File: src/rtl/mips_pkg.sv
// mips_pkg: shared opcodes, control-field codes, FSM states and control word for the MIPS32 multi-cycle control unit.
package mips_pkg;
    localparam logic [5:0] OP_RTYPE = 6'h00;
    localparam logic [5:0] OP_LW    = 6'h23;
    localparam logic [5:0] OP_SW    = 6'h2B;
    localparam logic [5:0] OP_BEQ   = 6'h04;
    localparam logic [5:0] OP_BNE   = 6'h05;
    localparam logic [5:0] OP_J     = 6'h02;
    localparam logic [5:0] OP_JAL   = 6'h03;
    localparam logic [5:0] OP_ADDI  = 6'h08;
    localparam logic [5:0] OP_ANDI  = 6'h0C;
    localparam logic [5:0] OP_ORI   = 6'h0D;
    localparam logic [5:0] OP_SLTI  = 6'h0A;
    localparam logic [5:0] FN_JR    = 6'h08;

    localparam logic [2:0] ALU_ADD   = 3'd0;
    localparam logic [2:0] ALU_SUB   = 3'd1;
    localparam logic [2:0] ALU_FUNCT = 3'd2;
    localparam logic [2:0] ALU_AND   = 3'd3;
    localparam logic [2:0] ALU_OR    = 3'd4;
    localparam logic [2:0] ALU_SLT   = 3'd5;

    localparam logic [1:0] PCS_ALU    = 2'd0;
    localparam logic [1:0] PCS_ALUOUT = 2'd1;
    localparam logic [1:0] PCS_JUMP   = 2'd2;
    localparam logic [1:0] PCS_RS     = 2'd3;

    localparam logic [1:0] SRCB_RT     = 2'd0;
    localparam logic [1:0] SRCB_FOUR   = 2'd1;
    localparam logic [1:0] SRCB_IMM    = 2'd2;
    localparam logic [1:0] SRCB_IMM_SH = 2'd3;

    localparam logic [1:0] DST_RT = 2'd0;
    localparam logic [1:0] DST_RD = 2'd1;
    localparam logic [1:0] DST_RA = 2'd2;

    typedef enum logic [3:0] {
        S_HALT, S_FETCH, S_DECODE, S_EXEC_R, S_WB_R, S_EXEC_I, S_WB_I, S_ADDR,
        S_MEM_RD, S_WB_MEM, S_MEM_WR, S_BRANCH, S_JUMP, S_JR, S_ERROR
    } state_e;

    typedef struct packed {
        logic       pc_write;
        logic       pc_write_cond;
        logic       i_or_d;
        logic       ir_write;
        logic       mem_read;
        logic       mem_write;
        logic       mem_to_reg;
        logic [1:0] reg_dst;
        logic       reg_write;
        logic       alu_src_a;
        logic [1:0] alu_src_b;
        logic [2:0] alu_op;
        logic [1:0] pc_source;
        logic       branch_ne;
    } ctrl_t;

    // Opcode dispatch out of DECODE; anything unrecognised is fatal.
    function automatic state_e dispatch(input logic [5:0] op, input logic [5:0] fn, input logic [5:0] halt_op);
        return (op == OP_RTYPE) ? ((fn == FN_JR) ? S_JR : S_EXEC_R) :
               (op == OP_LW || op == OP_SW) ? S_ADDR :
               (op == OP_BEQ || op == OP_BNE) ? S_BRANCH :
               (op == OP_J || op == OP_JAL) ? S_JUMP :
               (op == OP_ADDI || op == OP_ANDI || op == OP_ORI || op == OP_SLTI) ? S_EXEC_I :
               (op == halt_op) ? S_HALT : S_ERROR;
    endfunction
endpackage

File: src/rtl/mips_ctrl_decode.sv
// mips_ctrl_decode: combinational state/opcode to datapath control-word lookup.
module mips_ctrl_decode
    import mips_pkg::*;
#(
    parameter int OPCODE_W = 6
) (
    input  state_e              state,
    input  logic [OPCODE_W-1:0] opcode,
    input  logic                mem_ready,
    output ctrl_t               ctrl
);
    always_comb begin
        ctrl = '0;
        case (state)
            S_FETCH: begin
                ctrl.mem_read  = 1'b1;
                ctrl.ir_write  = mem_ready;
                ctrl.pc_write  = mem_ready;
                ctrl.alu_src_b = mem_ready ? SRCB_FOUR : SRCB_RT;
            end
            S_DECODE: ctrl.alu_src_b = SRCB_IMM_SH;
            S_EXEC_R: begin
                ctrl.alu_src_a = 1'b1;
                ctrl.alu_op    = ALU_FUNCT;
            end
            S_WB_R: begin
                ctrl.reg_dst   = DST_RD;
                ctrl.reg_write = 1'b1;
            end
            S_EXEC_I: begin
                ctrl.alu_src_a = 1'b1;
                ctrl.alu_src_b = SRCB_IMM;
                ctrl.alu_op    = (opcode == OP_ANDI) ? ALU_AND :
                                 (opcode == OP_ORI)  ? ALU_OR  :
                                 (opcode == OP_SLTI) ? ALU_SLT : ALU_ADD;
            end
            S_WB_I: ctrl.reg_write = 1'b1;
            S_ADDR: begin
                ctrl.alu_src_a = 1'b1;
                ctrl.alu_src_b = SRCB_IMM;
            end
            S_MEM_RD: begin
                ctrl.mem_read = 1'b1;
                ctrl.i_or_d   = 1'b1;
            end
            S_WB_MEM: begin
                ctrl.mem_to_reg = 1'b1;
                ctrl.reg_write  = 1'b1;
            end
            S_MEM_WR: begin
                ctrl.mem_write = 1'b1;
                ctrl.i_or_d    = 1'b1;
            end
            S_BRANCH: begin
                ctrl.alu_src_a     = 1'b1;
                ctrl.alu_op        = ALU_SUB;
                ctrl.pc_write_cond = 1'b1;
                ctrl.pc_source     = PCS_ALUOUT;
                ctrl.branch_ne     = (opcode == OP_BNE);
            end
            S_JUMP: begin
                // jal links PC (already PC+4) into $31 via the RegDst = 2 route
                ctrl.pc_write  = 1'b1;
                ctrl.pc_source = PCS_JUMP;
                ctrl.reg_write = (opcode == OP_JAL);
                ctrl.reg_dst   = (opcode == OP_JAL) ? DST_RA : DST_RT;
            end
            S_JR: begin
                ctrl.pc_write  = 1'b1;
                ctrl.pc_source = PCS_RS;
            end
            default: ;
        endcase
    end
endmodule

File: src/rtl/mips_multicycle_ctrl.sv
// mips_multicycle_ctrl: multi-cycle MIPS32 control FSM with memory-wait timeout,
// run/halt/single-step control and a halt opcode.
module mips_multicycle_ctrl
    import mips_pkg::*;
#(
    parameter int                  OPCODE_W    = 6,
    parameter int                  TIMEOUT_W   = 8,
    parameter logic [OPCODE_W-1:0] HALT_OPCODE = 6'h3F,
    parameter bit                  STEP_EN     = 1'b1
) (
    input  logic                Clk,
    input  logic                Rst,
    input  logic [OPCODE_W-1:0] OpCode,
    input  logic [OPCODE_W-1:0] Funct,
    input  logic                Zero,
    input  logic                MemReady,
    input  logic                Run,
    input  logic                Step,
    output logic                PCWrite,
    output logic                PCWriteCond,
    output logic                IorD,
    output logic                IRWrite,
    output logic                MemRead,
    output logic                MemWrite,
    output logic                MemToReg,
    output logic [1:0]          RegDst,
    output logic                RegWrite,
    output logic                ALUSrcA,
    output logic [1:0]          ALUSrcB,
    output logic [2:0]          ALUOp,
    output logic [1:0]          PCSource,
    output logic                BranchNe,
    output logic                Halted,
    output logic                Error,
    output logic [3:0]          State
);
    localparam logic [TIMEOUT_W-1:0] WAIT_LAST = {{(TIMEOUT_W-1){1'b1}}, 1'b0};

    state_e               state;
    state_e               retire_to;
    logic                 step_flag;
    logic                 step_go;
    logic [TIMEOUT_W-1:0] wait_cnt;
    ctrl_t                ctrl;
    logic                 unused_zero;

    // Zero is consumed by the datapath through PCWriteCond/BranchNe
    assign unused_zero = Zero;
    assign step_go     = STEP_EN & Step;
    assign retire_to   = (Run && !step_flag) ? S_FETCH : S_HALT;

    always_ff @(posedge Clk or posedge Rst) begin
        if (Rst) begin
            state     <= S_HALT;
            step_flag <= 1'b0;
            wait_cnt  <= '0;
        end else begin
            wait_cnt <= '0;
            case (state)
                S_HALT: begin
                    state     <= (Run || step_go) ? S_FETCH : S_HALT;
                    step_flag <= step_go && !Run;
                end
                S_FETCH, S_MEM_RD, S_MEM_WR: begin
                    if (MemReady)
                        state <= (state == S_FETCH) ? S_DECODE : (state == S_MEM_RD) ? S_WB_MEM : retire_to;
                    else if (wait_cnt == WAIT_LAST)
                        state <= S_ERROR;
                    else
                        wait_cnt <= wait_cnt + 1'b1;
                end
                S_DECODE: state <= dispatch(OpCode, Funct, HALT_OPCODE);
                S_EXEC_R: state <= S_WB_R;
                S_EXEC_I: state <= S_WB_I;
                S_ADDR:   state <= (OpCode == OP_SW) ? S_MEM_WR : S_MEM_RD;
                S_WB_R, S_WB_I, S_WB_MEM, S_BRANCH, S_JUMP, S_JR: state <= retire_to;
                default:  state <= S_ERROR;
            endcase
        end
    end

    mips_ctrl_decode #(.OPCODE_W(OPCODE_W)) u_decode (
        .state     (state),
        .opcode    (OpCode),
        .mem_ready (MemReady),
        .ctrl      (ctrl)
    );

    assign PCWrite     = ctrl.pc_write;
    assign PCWriteCond = ctrl.pc_write_cond;
    assign IorD        = ctrl.i_or_d;
    assign IRWrite     = ctrl.ir_write;
    assign MemRead     = ctrl.mem_read;
    assign MemWrite    = ctrl.mem_write;
    assign MemToReg    = ctrl.mem_to_reg;
    assign RegDst      = ctrl.reg_dst;
    assign RegWrite    = ctrl.reg_write;
    assign ALUSrcA     = ctrl.alu_src_a;
    assign ALUSrcB     = ctrl.alu_src_b;
    assign ALUOp       = ctrl.alu_op;
    assign PCSource    = ctrl.pc_source;
    assign BranchNe    = ctrl.branch_ne;
    assign Halted      = (state == S_HALT);
    assign Error       = (state == S_ERROR);
    assign State       = state;
endmodule

File: config.mk
export PLATFORM = sky130hd
export DESIGN_NAME = mips_multicycle_ctrl
export DESIGN_NICKNAME = d
export VERILOG_FILES = /design/src/rtl/mips_pkg.sv /design/src/rtl/mips_ctrl_decode.sv /design/src/rtl/mips_multicycle_ctrl.sv
export SDC_FILE = /design/constraint.sdc
export NUM_CORES = 1
export LEC_CHECK = 0
export CAP_MARGIN = 20
export CORE_UTILIZATION = 45
export CTS_CLUSTER_DIAMETER = 50
export DETAILED_ROUTE_END_ITERATION = 10
export PLACE_DENSITY = 0.81
export SLEW_MARGIN = 10
export SYNTH_ARGS = -nofsm -noshare
export SYNTH_HDL_FRONTEND = slang
export SYNTH_SLANG_ARGS = --single-unit
File: constraint.sdc
create_clock -name Clk -period 2.4 [get_ports Clk]
set_input_delay 0.48 -clock Clk [delete_from_list [all_inputs] [get_ports Clk]]
set_output_delay 0.48 -clock Clk [all_outputs]
set_load 0.02 [all_outputs]
==> summary.md <==
| Metric | Value |
|---|---|
| Share of layout cells above drive strength 1 | 24.8% |
| Fin. max-slew vios | 0 |
| Max-cap violations | 0 |
| Worst Setup Slack, final | 64.8 ps |
| Synthesized cell area | between 1000 and 1500 um2 |
| Die ar. | 2860 um2 |
| Row count | 18 |
| Antenna Violating Nets Remaining | 0 |
| Global Route met1 Usage | approximately 32% |
| First-pass GRT wire length | about 5400 um |
| Final wirelength | 3520 um |
| Total CTS buffers | 3 |
| Normalized max-slew margin | roughly 52% |
| Via-per-instance ratio | 5.68 |
| Vias in the first global route | 1202 |
| Top Usage Layer GRT | met2 |
| Antenna cell count | 0 |
| Filler Cell Count | 197 |
| Port Buffers | ~40 |
| Clock Pin Slew Worst Setup and Hold Paths | ~70 ps |
| GR Util met3 | under 10% |
| P&R area growth vs syn | 52.6% |
| DRC viols | 0 |
| Initial antenna violation count | 0 |
| Slowest-stage cell, CP | or3b_2 |
| Clock Latency Late Sink | roughly 260 ps |
| Post-synth top area cell | dfrtp_1 |
| Worst-margin pin slew | between 700 and 800 ps |
| Core area | between 2000 and 2500 um2 |
| CP Max Fanout | 4 |
| RePlAce Congestion | a little over 0.8 |
| CTS sink count | 13 |
| Synth Flop Type | dfrtp_1 |
| Fin nets | 231 |
| CP Class | primary input to output port |
| Top-area cell type share of the netlist area | ~27% |
| HPWL after detailed placement | between 2000 and 3000 um |
| Pwr dens | between 800 and 900 nW/um2 |
| GRT Total Usage | 25.6% |
| Wirelength per Cell | 14.7 um |
| Tcrit/Tclk final | 97.3% |
| Met2 Usage GRT | 44.2% |
| Ys async rst share | 100% |
| Drt first pass iters | 4 |
| Seq/Total Area, Yosys | 27.3% |
| Status | completed |
| Syn Inst Count | between 150 and 200 |
| P_leak | 0.915 nW |
| Final hold slack | around 530 ps |
| Die Span X | between 50 and 60 um |
| Largest net degree at the start of global routing | 23 |
| Yosys warning count | 0 |
| Max Clock Skew | 3.68 ps |
| Design Power | between 0.0015 and 0.002 W |
| Synth unique cells | 51 |
| Root Driver | clkbuf_4 |
| Fin crit period | between 2000 and 2500 ps |
| R2R Setup Slk | 390 ps |
| Clk buf depth | 2 |
| Flops & latches, synth | 13 |
| Hold Violations, Final | 0 |
| Seq. cell area | roughly 330 um2 |
| Crit path capture type | output port |
| Critical Path RT | about 1900 ps |
| DRT iter0 DRCs | 33 |
| H-tree depth | 1 |
| Finish-stage setup viols | 0 |
| Post-Syn Area per Cell | 7.89 um2 |
| Slowest stage delay, CP | 470 ps |
| Hold WC Path Type | flip-flop to flip-flop |
| Synthesized Nets | 171 |
| Main area contributors after synthesis | dfrtp_1, nor2_1, nand2b_1, nand2_1, xor2_1 |
| CP startpoint kind | primary input |
| Peak VDD IR | 0.000709 V |
| CTS tree | yes |
| Via count | 1364 |
| Grt ovf | 0 |
| Pre-CTS WS | -634 ps |
| EDFF count, synth | 0 |
| Hold-fix buffers, CTS | 0 |
| Area of the multi-input gates | 826 um2 |
| Worst EP arrival | 1860 ps |
| Die Ht | around 53 um |
| Ports | 43 |
| Starting density of the core | between 40% and 50% |
| CP cell instances | dlygate4sd2_1, nor4b_4, or3b_2, a21oi_1, buf_4 |
| FMAX | about 430 MHz |
==> metal layers <==
metal | wire [um] | part of all wire [%]
met4 | 38 | 1.1
met1 | 1470 | 42
met5 | 0 | 0
met2 | 1860 | 53
met3 | 149 | 4.2
==> layout by cell type (no fill, tap or decap), types with 6 or more instances in the layout <==
cell type	instances
clkdlybuf4s50_1	18
dfrtp_1	13
nand2_1	12
nand3_1	7
dlygate4sd2_1	7
inv_1	7
nor2_1	16
buf_4	29
a21oi_1	6
nand2b_1	8
dlymetal6s2s_1	7
==> path summary, 6_finish.rpt <==
kind,startpoint,to,cells after the start
worst min register to register,wait_cnt[0],wait_cnt[0],1
worst max-delay path,OpCode[5],ALUOp[1],5
min in group asynchronous,Rst,State[2],2
max in group asynchronous,Rst,wait_cnt[0],2
worst max register to register,State[1],wait_cnt[6],6
worst min-delay path,wait_cnt[0],wait_cnt[0],1
==> synth_stat cells (2+ instances only) <==
library cell   n
and2_1         2
ha_1           2
nor2_1        17
nand4b_1       2
xnor2_1        2
xor2_1         5
and3_1         5
clkbuf_1       3
nor2b_1        3
or4b_2         2
dfrtp_1       13
o21ai_0        5
nand2b_1       8
nand3_1        7
or4_1          2
nor4_1         2
a21oi_1        6
nand2_1       12
or3_1          2
nor4b_1        2
o32ai_1        2
a221oi_1       2
inv_1          7
nor3_1         4
a211oi_1       2
buf_2          6
nand4_1        2
==> critical path: cells and delay by family <==
family                 cells  cell delay, ps
AO/OA/AOI/OAI              1             140
buffers and inverters      2             460
AND/OR/NAND/NOR            2             770
==> kinds of logic (layout without fill, tap and decap cells) <==
group | Yosys count | after routing | share of synthesized area, %
compound gates | 29 | 29 | 18.7
xor+xnor | 7 | 7 | 5.15
fa+ha+maj | 2 | 2 | 2.10
buf+inv | 19 | 78 | 7.35
flops | 13 | 13 | 27.3
simple gates | 81 | 81 | 39.4
==> flip-flops by register name, indices dropped and copies added (netlist names) <==
| signal | cells |
|---|---|
| wait_cnt | 8 |
| step_flag | 1 |
| State | 4 |
==> metrics by stage <==
stage                     util [%]  setup TNS [ps]  cells  area, um2
after floorplan                  -               0    151       1210
after global placement        71.2           -3970    235       1780
after detailed placement      71.2           -4410    235       1780
after CTS                     72.2               0    240       1800
after global routing          72.7           -1.21    240       1820
final                         72.7               0    240       1820
==> timing repair <==
action	in CTS	in global routing
endpoints found under the setup margin	11	11
resized for setup	47	11
buffers inserted	1	0
pin swaps	4	0
==> cell type report <==
type | count | area share [%]
clock buffers | 4 | 1.45
multi-input cells | 119 | 45.4
inverters | 7 | 1.45
well taps | 30 | 2.06
repair buffers | 67 | 31.7
flip-flops and latches | 13 | 17.9
==> report_power, final <==
| group | internal [W] | switching (W) | total [W] | leakage (nW) |
|---|---|---|---|---|
| logic | 0.000527 | 0.000681 | 0.00121 | 0.726 |
| clock network | 0.0000642 | 0.0000610 | 0.000125 | 0.0150 |
| registers | 0.000267 | 0.0000346 | 0.000301 | 0.174 |
Note: power is estimated with default switching activity, not from simulation.
